$ cat src/rtl/collision_detect_if.sv
// Sprite/frame inputs and game-status outputs of the collision detector.
// The master side is the video/keyboard/controller environment; the slave side is the detector.
interface collision_detect_if;
  logic       frame_clk;
  logic [9:0] DrawX;
  logic [9:0] DrawY;
  logic       ball_on;
  logic       obstacle_on;
  logic [7:0] keycode;
  logic       die_reset;
  logic       dead;
  logic       game_over;
  logic       invuln;
  logic [2:0] lives;

  modport master (
    output frame_clk, DrawX, DrawY, ball_on, obstacle_on, keycode, die_reset,
    input  dead, game_over, invuln, lives
  );

  modport slave (
    input  frame_clk, DrawX, DrawY, ball_on, obstacle_on, keycode, die_reset,
    output dead, game_over, invuln, lives
  );
endinterface

$ cat src/rtl/collision_detect.sv
// Confirms ball/obstacle collisions that persist across frames, raises dead until
// acknowledged, and tracks lives, respawn invulnerability and game-over.
module collision_detect #(
  parameter int unsigned LIVES        = 3,
  parameter int unsigned HIT_FRAMES   = 2,
  parameter int unsigned GRACE_FRAMES = 60,
  parameter logic [7:0]  RESTART_KEY  = 8'h2C,
  parameter int unsigned H_ACTIVE     = 640,
  parameter int unsigned V_ACTIVE     = 480
) (
  input logic              Clk,
  input logic              Reset,
  collision_detect_if.slave bus
);

  typedef enum logic [1:0] {PLAY, DEAD, RESPAWN, OVER} state_t;

  localparam logic [2:0]  LIVES_INIT = 3'(LIVES);
  localparam logic [7:0]  GRACE_INIT = 8'(GRACE_FRAMES);
  localparam logic [4:0]  HIT_NEED   = 5'(HIT_FRAMES);
  localparam logic [10:0] H_LIM      = 11'(H_ACTIVE);
  localparam logic [10:0] V_LIM      = 11'(V_ACTIVE);

  state_t     state, state_n;
  logic       dead_q, dead_n;
  logic       over_q, over_n;
  logic       inv_q, inv_n;
  logic [2:0] lives_q, lives_n;
  logic [3:0] hit_frames, hit_frames_n;
  logic [7:0] grace_cnt, grace_cnt_n;
  logic       overlap_flag, overlap_flag_n;
  logic       frame_clk_d;
  logic       tick;
  logic       ov;
  logic [4:0] hit_inc;

  always_comb begin
    tick    = bus.frame_clk & ~frame_clk_d;
    ov      = bus.ball_on & bus.obstacle_on &
              ({1'b0, bus.DrawX} < H_LIM) & ({1'b0, bus.DrawY} < V_LIM) &
              (state == PLAY);
    hit_inc = {1'b0, hit_frames} + 5'd1;

    state_n        = state;
    dead_n         = dead_q;
    over_n         = over_q;
    inv_n          = inv_q;
    lives_n        = lives_q;
    hit_frames_n   = hit_frames;
    grace_cnt_n    = grace_cnt;
    // A pixel overlapping on the tick cycle itself belongs to the frame that starts there.
    overlap_flag_n = tick ? ov : (overlap_flag | ov);

    case (state)
      PLAY: begin
        dead_n = 1'b0;
        if (tick) begin
          if (overlap_flag) begin
            if (hit_inc >= HIT_NEED) begin
              state_n      = DEAD;
              dead_n       = 1'b1;
              lives_n      = (lives_q == 3'd0) ? 3'd0 : 3'(lives_q - 3'd1);
              hit_frames_n = 4'd0;
            end else begin
              hit_frames_n = (hit_inc > 5'd15) ? 4'd15 : hit_inc[3:0];
            end
          end else begin
            hit_frames_n = 4'd0;
          end
        end
      end
      DEAD: begin
        if (bus.die_reset) begin
          dead_n = 1'b0;
          if (lives_q == 3'd0) begin
            state_n = OVER;
            over_n  = 1'b1;
          end else begin
            state_n     = RESPAWN;
            grace_cnt_n = GRACE_INIT;
            inv_n       = 1'b1;
          end
        end
      end
      RESPAWN: begin
        if (tick) begin
          grace_cnt_n = 8'(grace_cnt - 8'd1);
          if (grace_cnt == 8'd1) begin
            state_n        = PLAY;
            inv_n          = 1'b0;
            overlap_flag_n = 1'b0;
          end
        end
      end
      OVER: begin
        dead_n = 1'b0;
        if (bus.keycode == RESTART_KEY) begin
          state_n     = RESPAWN;
          lives_n     = LIVES_INIT;
          grace_cnt_n = GRACE_INIT;
          over_n      = 1'b0;
          inv_n       = 1'b1;
        end
      end
      default: begin
        state_n = PLAY;
      end
    endcase
  end

  always_ff @(posedge Clk) begin
    if (!Reset) begin
      state        <= PLAY;
      dead_q       <= 1'b0;
      over_q       <= 1'b0;
      inv_q        <= 1'b0;
      lives_q      <= LIVES_INIT;
      hit_frames   <= 4'd0;
      grace_cnt    <= 8'd0;
      overlap_flag <= 1'b0;
      frame_clk_d  <= 1'b0;
    end else begin
      state        <= state_n;
      dead_q       <= dead_n;
      over_q       <= over_n;
      inv_q        <= inv_n;
      lives_q      <= lives_n;
      hit_frames   <= hit_frames_n;
      grace_cnt    <= grace_cnt_n;
      overlap_flag <= overlap_flag_n;
      frame_clk_d  <= bus.frame_clk;
    end
  end

  assign bus.dead      = dead_q;
  assign bus.game_over = over_q;
  assign bus.invuln    = inv_q;
  assign bus.lives     = lives_q;

endmodule
$ cat src/flat_wrapper.sv
// flat-port wrapper written by rule: the top's interface ports become plain ports
module collision_detect_flat 
#(
  parameter int unsigned LIVES        = 3,
  parameter int unsigned HIT_FRAMES   = 2,
  parameter int unsigned GRACE_FRAMES = 60,
  parameter logic [7:0]  RESTART_KEY  = 8'h2C,
  parameter int unsigned H_ACTIVE     = 640,
  parameter int unsigned V_ACTIVE     = 480
)
  (Clk, Reset, bus_frame_clk, bus_DrawX, bus_DrawY, bus_ball_on, bus_obstacle_on, bus_keycode, bus_die_reset, bus_dead, bus_game_over, bus_invuln, bus_lives);
  collision_detect_if bus_i ();
  input logic Clk;
  input logic Reset;
  input wire logic [$bits(bus_i.frame_clk)-1:0] bus_frame_clk;
  input wire logic [$bits(bus_i.DrawX)-1:0] bus_DrawX;
  input wire logic [$bits(bus_i.DrawY)-1:0] bus_DrawY;
  input wire logic [$bits(bus_i.ball_on)-1:0] bus_ball_on;
  input wire logic [$bits(bus_i.obstacle_on)-1:0] bus_obstacle_on;
  input wire logic [$bits(bus_i.keycode)-1:0] bus_keycode;
  input wire logic [$bits(bus_i.die_reset)-1:0] bus_die_reset;
  output wire logic [$bits(bus_i.dead)-1:0] bus_dead;
  output wire logic [$bits(bus_i.game_over)-1:0] bus_game_over;
  output wire logic [$bits(bus_i.invuln)-1:0] bus_invuln;
  output wire logic [$bits(bus_i.lives)-1:0] bus_lives;
  assign bus_i.frame_clk = bus_frame_clk;
  assign bus_i.DrawX = bus_DrawX;
  assign bus_i.DrawY = bus_DrawY;
  assign bus_i.ball_on = bus_ball_on;
  assign bus_i.obstacle_on = bus_obstacle_on;
  assign bus_i.keycode = bus_keycode;
  assign bus_i.die_reset = bus_die_reset;
  assign bus_dead = bus_i.dead;
  assign bus_game_over = bus_i.game_over;
  assign bus_invuln = bus_i.invuln;
  assign bus_lives = bus_i.lives;
  collision_detect #(.LIVES(LIVES), .HIT_FRAMES(HIT_FRAMES), .GRACE_FRAMES(GRACE_FRAMES), .RESTART_KEY(RESTART_KEY), .H_ACTIVE(H_ACTIVE), .V_ACTIVE(V_ACTIVE)) u_core (.Clk(Clk), .Reset(Reset), .bus(bus_i));
endmodule
$ cat config.mk
export PLATFORM = sky130hd
export DESIGN_NAME = collision_detect_flat
export DESIGN_NICKNAME = d
export VERILOG_FILES = /design/src/rtl/collision_detect_if.sv /design/src/rtl/collision_detect.sv /design/src/flat_wrapper.sv
export SDC_FILE = /design/constraint.sdc
export NUM_CORES = 1
export LEC_CHECK = 0
export BUFFER_PORTS_ARGS = -buffer_cell sky130_fd_sc_hd__buf_2
export CORE_MARGIN = 2
export CORE_UTILIZATION = 54
export DETAILED_ROUTE_END_ITERATION = 8
export PLACE_DENSITY = 0.84
export SLEW_MARGIN = 10
export SYNTH_ARGS = -nofsm -noshare
export SYNTH_HDL_FRONTEND = slang
export SYNTH_SLANG_ARGS = --single-unit
export TNS_END_PERCENT = 1
$ cat constraint.sdc
create_clock -name Clk -period 5.6 [get_ports Clk]
set_input_delay 0.56 -clock Clk [delete_from_list [all_inputs] [get_ports Clk]]
set_output_delay 0.56 -clock Clk [all_outputs]
set_load 0.005 [all_outputs]
==> Word-level counts from Yosys, hierarchy flattened <==
Cells that the tools add are included.
{ "word_totals": {"romBits": 0, "inputBits": 34, "ram_bits": 0, "output_inout_bits": 6, "mem_count": 0, "wordCells": 92, "latchBits": 0, "ff_bits": 22} }
{ "op_classes": {"magnitude_cmp": 4, "n_div": 0, "multipliers": 0, "addsub": 3, "bitwise": 7, "reduce_logical": 13, "n_eq_ne": 14, "n_mux": 42, "n_shift": 0} }
{ "op_table": {"columns": ["op", "count"], "rows": [
  ["two-way mux 8 bit", 4],
  ["case mux 8 bit (3 select lines)", 1],
  ["two-way mux 1 bit", 17],
  ["two-way mux 3 bit", 5],
  ["two-way mux 2 bit", 7],
  ["two-way mux 4 bit", 3],
  ["inequality test 2 x 1 -> 1 bit (second input constant)", 6],
  ["less-than comparator 10 bit (second input constant)", 1],
  ["less-than comparator 10 x 9 -> 1 bit (second input constant)", 1],
  ["AND reduction 5 bit", 2],
  ["equality test 8 x 1 -> 1 bit (second input constant)", 1],
  ["equality test 8 x 6 -> 1 bit (second input constant)", 1],
  ["case mux 2 bit (4 select lines)", 1],
  ["subtractor 8 x 1 -> 8 bit (second input constant)", 1],
  ["AND reduction 7 bit", 1],
  ["inequality test 2 bit (second input constant)", 3],
  ["case mux 1 bit (3 select lines)", 2],
  ["case mux 3 bit (2 select lines)", 1],
  ["AND reduction 6 bit", 1],
  ["nonzero test 3 bit", 2],
  ["adder 4 x 1 -> 5 bit (second input constant)", 1],
  ["bitwise AND 1 bit", 5],
  [">= comparator 5 x 2 -> 1 bit (second input constant)", 1],
  ["greater-than comparator 5 x 4 -> 1 bit (second input constant)", 1],
  ["other kinds (11)", 14]
]} }

==> Depth between registers and ports, before layout <==
Gate-level depths: netlist of run 1.
{ "depth": {"ltp_word": 9, "ltp_mapped": 7, "depth_no_buf": 7} }

==> Worst setup path after synthesis of run 1 <==
No wires, ideal clock.
{ "synth_timing": {"path_kind": "input-to-reg", "startpoint": "input port bus_keycode[4]", "endpoint": "register u_core.grace_cnt[5]", "arrival_time_ns": 2.197, "setup_ns": 0.060, "slack_ns": 3.344, "path_stages": 6, "path_cell_list": "or4b_4 -> or4_4 -> and3_1 -> buf_6 -> o21ai_2 -> o311a_1"} }
{ "synth_between": {"elab_chain_cells": 3} }
{ "synth_rtl": {"columns": ["element", "line", "source"], "rows": [
  ["from (decl)", "flat_wrapper.sv:20", "input wire logic [$bits(bus_i.keycode)-1:0] bus_keycode;"],
  ["equality test 8 x 6 -> 1 bit", "collision_detect.sv:97", "if (bus.keycode == RESTART_KEY) begin"],
  ["inequality test 2 x 1 -> 1 bit (no source line)", null, null],
  ["AND reduction 5 bit (no source line)", null, null],
  ["to (signal assigned)", "collision_detect.sv:129", "grace_cnt <= grace_cnt_n;"],
  ["to (decl)", "collision_detect.sv:30", "logic [7:0] grace_cnt, grace_cnt_n;"]
]} }
No other way between the ends.
A chain may end at the register's enable or synchronous reset.

==> Worst setup path after layout of run 1 <==
Ends and elaborated chain as after synthesis.

==> results.txt, run 1 <==
Mapped Cells - 158
Total negative slack - 0 ns
CP startpoint - bus_keycode[4]
CTS tree - done
Pleak - 0.6298 nW
Clock Tree Buf Depth - 2
Max Clock Freq - 0.4644 GHz
Total track usage - 23.03%
Drt first pass iters - 5
Row count - 17
Cell taking the most area after synthesis - dfxtp_1
Max Cap Viol - 0
Slew headroom - 54.29%
Chip Width - 52.81 um
Synth Flop Type - dfxtp_1
Slew at the pin with the worst max-slew slack - 0.6765 ns
Vias in the first global route - 1161
Ant diodes - 0
Hold Violations, Final - 0
Clock input transition at the sequential cells of the worst setup and hold paths - 0.13 ns
Cell count after placement - 208
Power Density - 179.2 nW/um^2
Core footprint - 2233 um^2
Port Buf Inserts - 27
Fin nets - 224
Fin crit share - 38.46%
Arr. time, crit path - 2.41 ns
Crit-path max FO - 8
Post-Syn Nets - 197
Final setup vio count - 0
Via density per instance - 5.920
Cell Area, Synth - 1286 um^2
Number of flops mapped to enable cells by yosys - 0
HPWL Detailed - 2209 um
CTS resizes - 0
Gp weighted congestion - 0.8182
DP Worst Slack - 3.116 ns
Synth top area share - 34.24%
CP endpoint - u_core.grace_cnt[5]
WL final - 2883 um
Routed via count - 1255
Most frequent cells in the layout - buf_2, dfxtp_1, nor2_1
Netlist cell types - 42
Worst r2r path cells - 6
Initial core utilization - 57.59%
Worst r2r dst - u_core.bus.lives[2]
Critical path class - in -> reg
Startpoint Class - primary input
CTS Hold Bufs - 0
Async SR Flop Fraction - 0%
Most common cell after layout, fill and taps aside - buf_2
First-pass GRT wire length - 4830 um
Fin crit period - 2.153 ns
DRC - 0
Synth top area cells - dfxtp_1, ha_1, nor2_1
Clk_lat worst skew - 0.30 ns
RSZ-0062 raised after global routing - false
Final cell count without fillers - 212
Layout cells sized above 1 - 20.65%
Setup Skew - 0.01249 ns
Post-route ant nets - 0
#FFs+latches synth - 22
CTS sink cnt - 22
IO Count - 40
Iter 0 DRT Violations - 34
Syn_area_per_cell - 8.141 um^2
Antenna violations before repair - 0
Setup bufs post-CTS - 0
Overflow left after global routing - 0
Peak VDD IR - 0.0001008 V
Total chip power - 0.0002627 W
Largest net degree at the start of global routing - 22
Final Util - 65.66%
Worst Setup End Kind - flop
Register area share after synthesis - 34.24%
Hold Crit Start - u_core.grace_cnt[7]
Setup ws final - 3.447 ns
R2R Path Start - u_core.hit_frames[0]
Register-to-Register Setup Slack - 3.45 ns
Clock root buffer - clkbuf_4
DR WL/cell - 13.60 um
Synth-to-Final Area Change - 14.01%
Slew Viols, Final - 0
Worst Hold Class - reg -> reg
Crit path required time - 5.86 ns
Status - completed
Full die area - 2788 um^2
Ys Warns - 0
CTS Buf Count - 3
Die Ht - 52.81 um
CTS HTree Levels - 1
worst min path at each step:
stage	to	slack [ns]	cells after the start
after floorplan	u_core.grace_cnt[7]	0.41	1
after global placement	u_core.grace_cnt[7]	0.43	1
after detailed placement	u_core.grace_cnt[7]	0.44	1
after CTS	u_core.grace_cnt[7]	0.46	1
after global routing	u_core.grace_cnt[7]	0.48	1
final	u_core.grace_cnt[7]	0.46	1
kinds of logic (layout without fill, tap and decap cells):
logic type / after synthesis / in the layout / synth area share, %
AO/OA/AOI/OAI: 43 / 43 / 22.76
adder cells (fa/ha/maj): 5 / 5 / 4.864
buffers and inverters: 13 / 39 / 4.377
flip-flops: 22 / 22 / 34.24
multiplexers: 1 / 1 / 0.7782
AND/OR/NAND/NOR: 74 / 74 / 32.98
layer usage:
layer	routed length [um]	GRT usage [%]	vias up	part of all wire, %
met3	161	2.571	2	5.6
li1	-	-	622	-
met1	1286	27.39	578	45
met2	1417	42.92	53	49
met5	0	0	-	0
met4	17	6.410	0	0.59
cell type report:
| cell class | instances | area [um^2] |
|---|---|---|
| flip-flops and latches | 22 | 440.4 |
| clock buffers | 4 | 36.28 |
| well taps | 28 | 35.03 |
| multi-input cells | 123 | 789.5 |
| inverters | 8 | 30.03 |
| fillers | 205 | 767.0 |
| repair buffers | 27 | 135.1 |
Yosys cell counts, drive strengths merged, types with 2 or more instances:
library cell	count
dfxtp	22
nor2	15
o21ai	12
a21oi	9
nand2	9
inv	8
nand2b	7
nor2b	7
nor3	7
a21boi	6
and3	5
ha	5
clkbuf	4
and2	3
or3	3
a2bb2oi	2
and3b	2
nand3	2
nand3b	2
nand4	2
nor3b	2
nor4	2
o211a	2
o21a	2
o311a	2
o31ai	2
or4b	2
sequential cells by signal (all words and copies together), names as in the netlist, 2 cells and up:
name / cells
u_core.state: 2
u_core.grace_cnt: 8
u_core.hit_frames: 4
u_core.bus.lives: 3
where the power goes:
| group | total [W] | switching, W | internal, W |
|---|---|---|---|
| sequential | 0.000158 | 0.000000642 | 0.000157 |
| combinational | 0.0000188 | 0.00000868 | 0.0000102 |
| clock | 0.0000860 | 0.0000464 | 0.0000396 |
through the flow:
step | hold WS, ns | instance area [um^2]
finish | 0.4621 | 1466
global route | 0.4832 | 1466
CTS | 0.4606 | 1466
detailed placement | 0.4405 | 1430
global placement | 0.4275 | 1430
floorplan | 0.4137 | 1286
critical path, cell delays in order:
cell and delay [ns]:
buf_2 0.10, or4b_4 0.52, or4_4 0.57, and3_1 0.31
o21ai_2 0.18, o311a_1 0.17
(Power assumes the default switching activity.)
==> run 2, diff against run 1 <==
--- a/config.mk
+++ b/config.mk
@@ -5,11 +5,12 @@
 export SDC_FILE = /design/constraint.sdc
 export NUM_CORES = 1
 export LEC_CHECK = 0
+export ABC_AREA = 1
 export BUFFER_PORTS_ARGS = -buffer_cell sky130_fd_sc_hd__buf_2
 export CORE_MARGIN = 2
-export CORE_UTILIZATION = 54
+export CORE_UTILIZATION = 51
 export DETAILED_ROUTE_END_ITERATION = 8
-export PLACE_DENSITY = 0.84
+export PLACE_DENSITY = 0.79
 export SLEW_MARGIN = 10
 export SYNTH_ARGS = -nofsm -noshare
 export SYNTH_HDL_FRONTEND = slang
==> constraint.sdc (replaced) <==
create_clock -name Clk -period 2.01 [get_ports Clk]
set_input_delay 0.201 -clock Clk [delete_from_list [all_inputs] [get_ports Clk]]
set_output_delay 0.201 -clock Clk [all_outputs]
set_load 0.005 [all_outputs]
==> run 2 against run 1 <==
Net effect:
- clock-buffer cell count down 1
- final cell count up 28%
- routed wire length down 6.2%
- non-clock buffer count unchanged
- sequential share of layout area down 1.6 points
- global-route usage down 4.3 points
- critical endpoint is now u_core.bus.lives[0]
- highest routed layer unchanged
==> results.txt, run 2 <==
Status - completed
Power Density - 447.2 nW/um^2 (+150%)
Crit-path max FO - 6 (-2)
Top cells by count, synth - nand2_1, inv_1, nor2_1
Gr busiest metal - met2
Post-DP Area - 1525 um^2 (+6.6%)
Max Cap Viol - 0 (unchanged)
RSZ-0062 raised after global routing - false
Final cell count without fillers - 271 (+28%)
Initial core utilization - 54.55% (-3.0 points)
Startpoint Class - flop
Worst Setup End Kind - flop
Total chip power - 0.0006922 W (+160%)
Clk_lat worst skew - 0.31 ns (about the same)
Fin crit share - 77.51%
Vias in the first global route - 1195 (+2.9%)
Setup Skew - 0.001577 ns (-0.01091 ns)
Overflow left after global routing - 0 (unchanged)
Ant diodes - 0 (unchanged)
GR Util met1 - 25.50% (-1.9 points)
CTS tree - done
DRC - 0 (unchanged)
Slew at the pin with the worst max-slew slack - 0.4842 ns (-0.1923 ns)
Chip Width - 55.71 um (+5.5%)
Arr. time, crit path - 1.82 ns (-0.59 ns)
Setup bufs post-CTS - 0 (unchanged)
HPWL Detailed - 2088 um (-5.5%)
CTS HTree Levels - 1 (unchanged)
Syn_area_per_cell - 6.403 um^2 (-21%)
#FFs+latches synth - 22 (unchanged)
Biggest register - u_core.grace_cnt
CTS resizes - 0 (unchanged)
Number of flops mapped to enable cells by yosys - 0 (unchanged)
CTS Hold Bufs - 0 (unchanged)
Met3 usage - 3.023% (+0.45 points)
Iter 0 DRT Violations - 39 (+15%)
Gp weighted congestion - 0.8544 (+4.4%)
Final Instance Area - 1548 um^2 (+5.5%)
Ys Warns - 0 (unchanged)
Synth top area cells - dfxtp_1, nand2_1, inv_1
Pleak - 0.7569 nW (+20%)
Port Buf Inserts - 27 (unchanged)
Worst Hold Class - in -> reg
Met2 Usage GRT - 31.12% (-12 points)
Clock root buffer - clkbuf_4
Full die area - 3104 um^2 (+11%)
IO Count - 40 (unchanged)
Total negative slack - 0 ns (unchanged)
Cell taking the most area after synthesis - dfxtp_1
DR WL/cell - 9.982 um (-27%)
WL final - 2705 um (-6.2%)
Die Ht - 55.71 um (+5.5%)
Max Clock Freq - 0.6418 GHz
Max FFs per register - 8 (unchanged)
Most common cell after layout, fill and taps aside - nand2_1
CTS Buf Count - 3 (unchanged)
Slew headroom - 67.69% (+13 points)
Layout cells sized above 1 - 20.75% (+0.095 points)
Critical path class - reg -> reg
Most frequent cell after synthesis - nand2_1
Fill cells - 243 (+19%)
Cell count after placement - 268 (+29%)
Peak VDD IR - 0.0003433 V (+240%)
Clock input transition at the sequential cells of the worst setup and hold paths - 0.12 ns (about the same)
Antenna violations before repair - 0 (unchanged)
Cell Area, Synth - 1364 um^2 (+6.0%)
Synth Flop Type - dfxtp_1
Core footprint - 2500 um^2 (+12%)
Synth top area share - 32.29% (-1.9 points)
Slew Viols, Final - 0 (unchanged)
Synth-to-Final Area Change - 13.49%
Fin nets - 282 (+26%)
CTS sink cnt - 22 (unchanged)
Register area share after synthesis - 32.29% (-1.9 points)
Post-route ant nets - 0 (unchanged)
Drt first pass iters - 4 (-1)
Fin crit period - 1.558 ns
Crit path required time - 2.27 ns (-3.59 ns)
Routed via count - 1322 (+5.3%)
Most frequent cells in the layout - nand2_1, inv_1, buf_2
Row count - 18 (+1)
Final setup vio count - 0 (unchanged)
Post-Syn Nets - 252 (+28%)
Final Util - 61.91% (-3.7 points)
Total track usage - 18.73% (-4.3 points)
First-pass GRT wire length - 4885 um (+1.1%)
Hold Violations, Final - 0 (unchanged)
Clock Tree Buf Depth - 2 (unchanged)
Netlist cell types - 24 (-43%)
Async SR Flop Fraction - 0% (unchanged)
Largest net degree at the start of global routing - 14 (-36%)
Via density per instance - 4.878 (-18%)
Mapped Cells - 213 (+35%)
run 2: path summary, 6_finish.rpt:
path	from	end	slack [ns]	depth (start not counted)
min	bus_frame_clk	u_core.frame_clk_d	0.09	3
min reg2reg	u_core.bus.invuln	u_core.bus.invuln	0.48	2
max reg2reg	u_core.hit_frames[0]	u_core.bus.lives[0]	0.45	8
max	u_core.hit_frames[0]	u_core.bus.lives[0]	0.45	8
run 2: cell families (layout without fill, tap and decap cells):
| logic type | Yosys count | after routing | synth area share, % |
|---|---|---|---|
| AOI/OAI and AO/OA | 26 | 26 | 11.28 |
| adders and majority gates | 5 | 5 | 4.587 |
| buffers and inverters | 36 | 64 | 10.18 |
| xor gates and xnor gates | 3 | 3 | 1.927 |
| and+or+nand+nor | 121 | 121 | 39.72 |
| DFF | 22 | 22 | 32.29 |
run 2: cell type report:
type / instances / area, um^2 / share of cell area [%]
Tap cell: 30 / 37.54 / 2.425
Multi-Input combinational cell: 155 / 784.5 / 50.69
Clock buffer: 3 / 22.52 / 1.455
Inverter: 34 / 127.6 / 8.246
Timing Repair Buffer: 27 / 135.1 / 8.731
Sequential cell: 22 / 440.4 / 28.46
run 2: per-stage QoR:
stage          hold WS [ns]  setup WS (ns)
2_1_floorplan        0.2945         0.6285
3_3_place_gp         0.3983         0.5122
3_5_place_dp         0.4087         0.4823
4_1_cts             0.09274         0.4568
5_1_grt              0.1292         0.2771
6_report            0.08632         0.4520
run 2: power breakdown:
part | internal (W) | switching, W
combinational | 0.0000229 | 0.0000276
clock | 0.0000701 | 0.000132
sequential | 0.000438 | 0.00000158
total | 0.000531 | 0.000161
run 2: per-layer routing:
layer | vias to the layer above | part of all wire, %
li1 | 723 | -
met1 | 555 | 49
met2 | 39 | 43
met3 | 5 | 6.8
met4 | 0 | 1.3
met5 | - | 0
run 2: worst max-delay path, stage by stage (launching register included):
cell and delay (ns):
dfxtp_1 0.45, inv_1 0.07, ha_1 0.27, nand3b_1 0.07
nor2_1 0.16, nand3_1 0.19, nand3_1 0.17, nand2_1 0.07
nand3_1 0.07
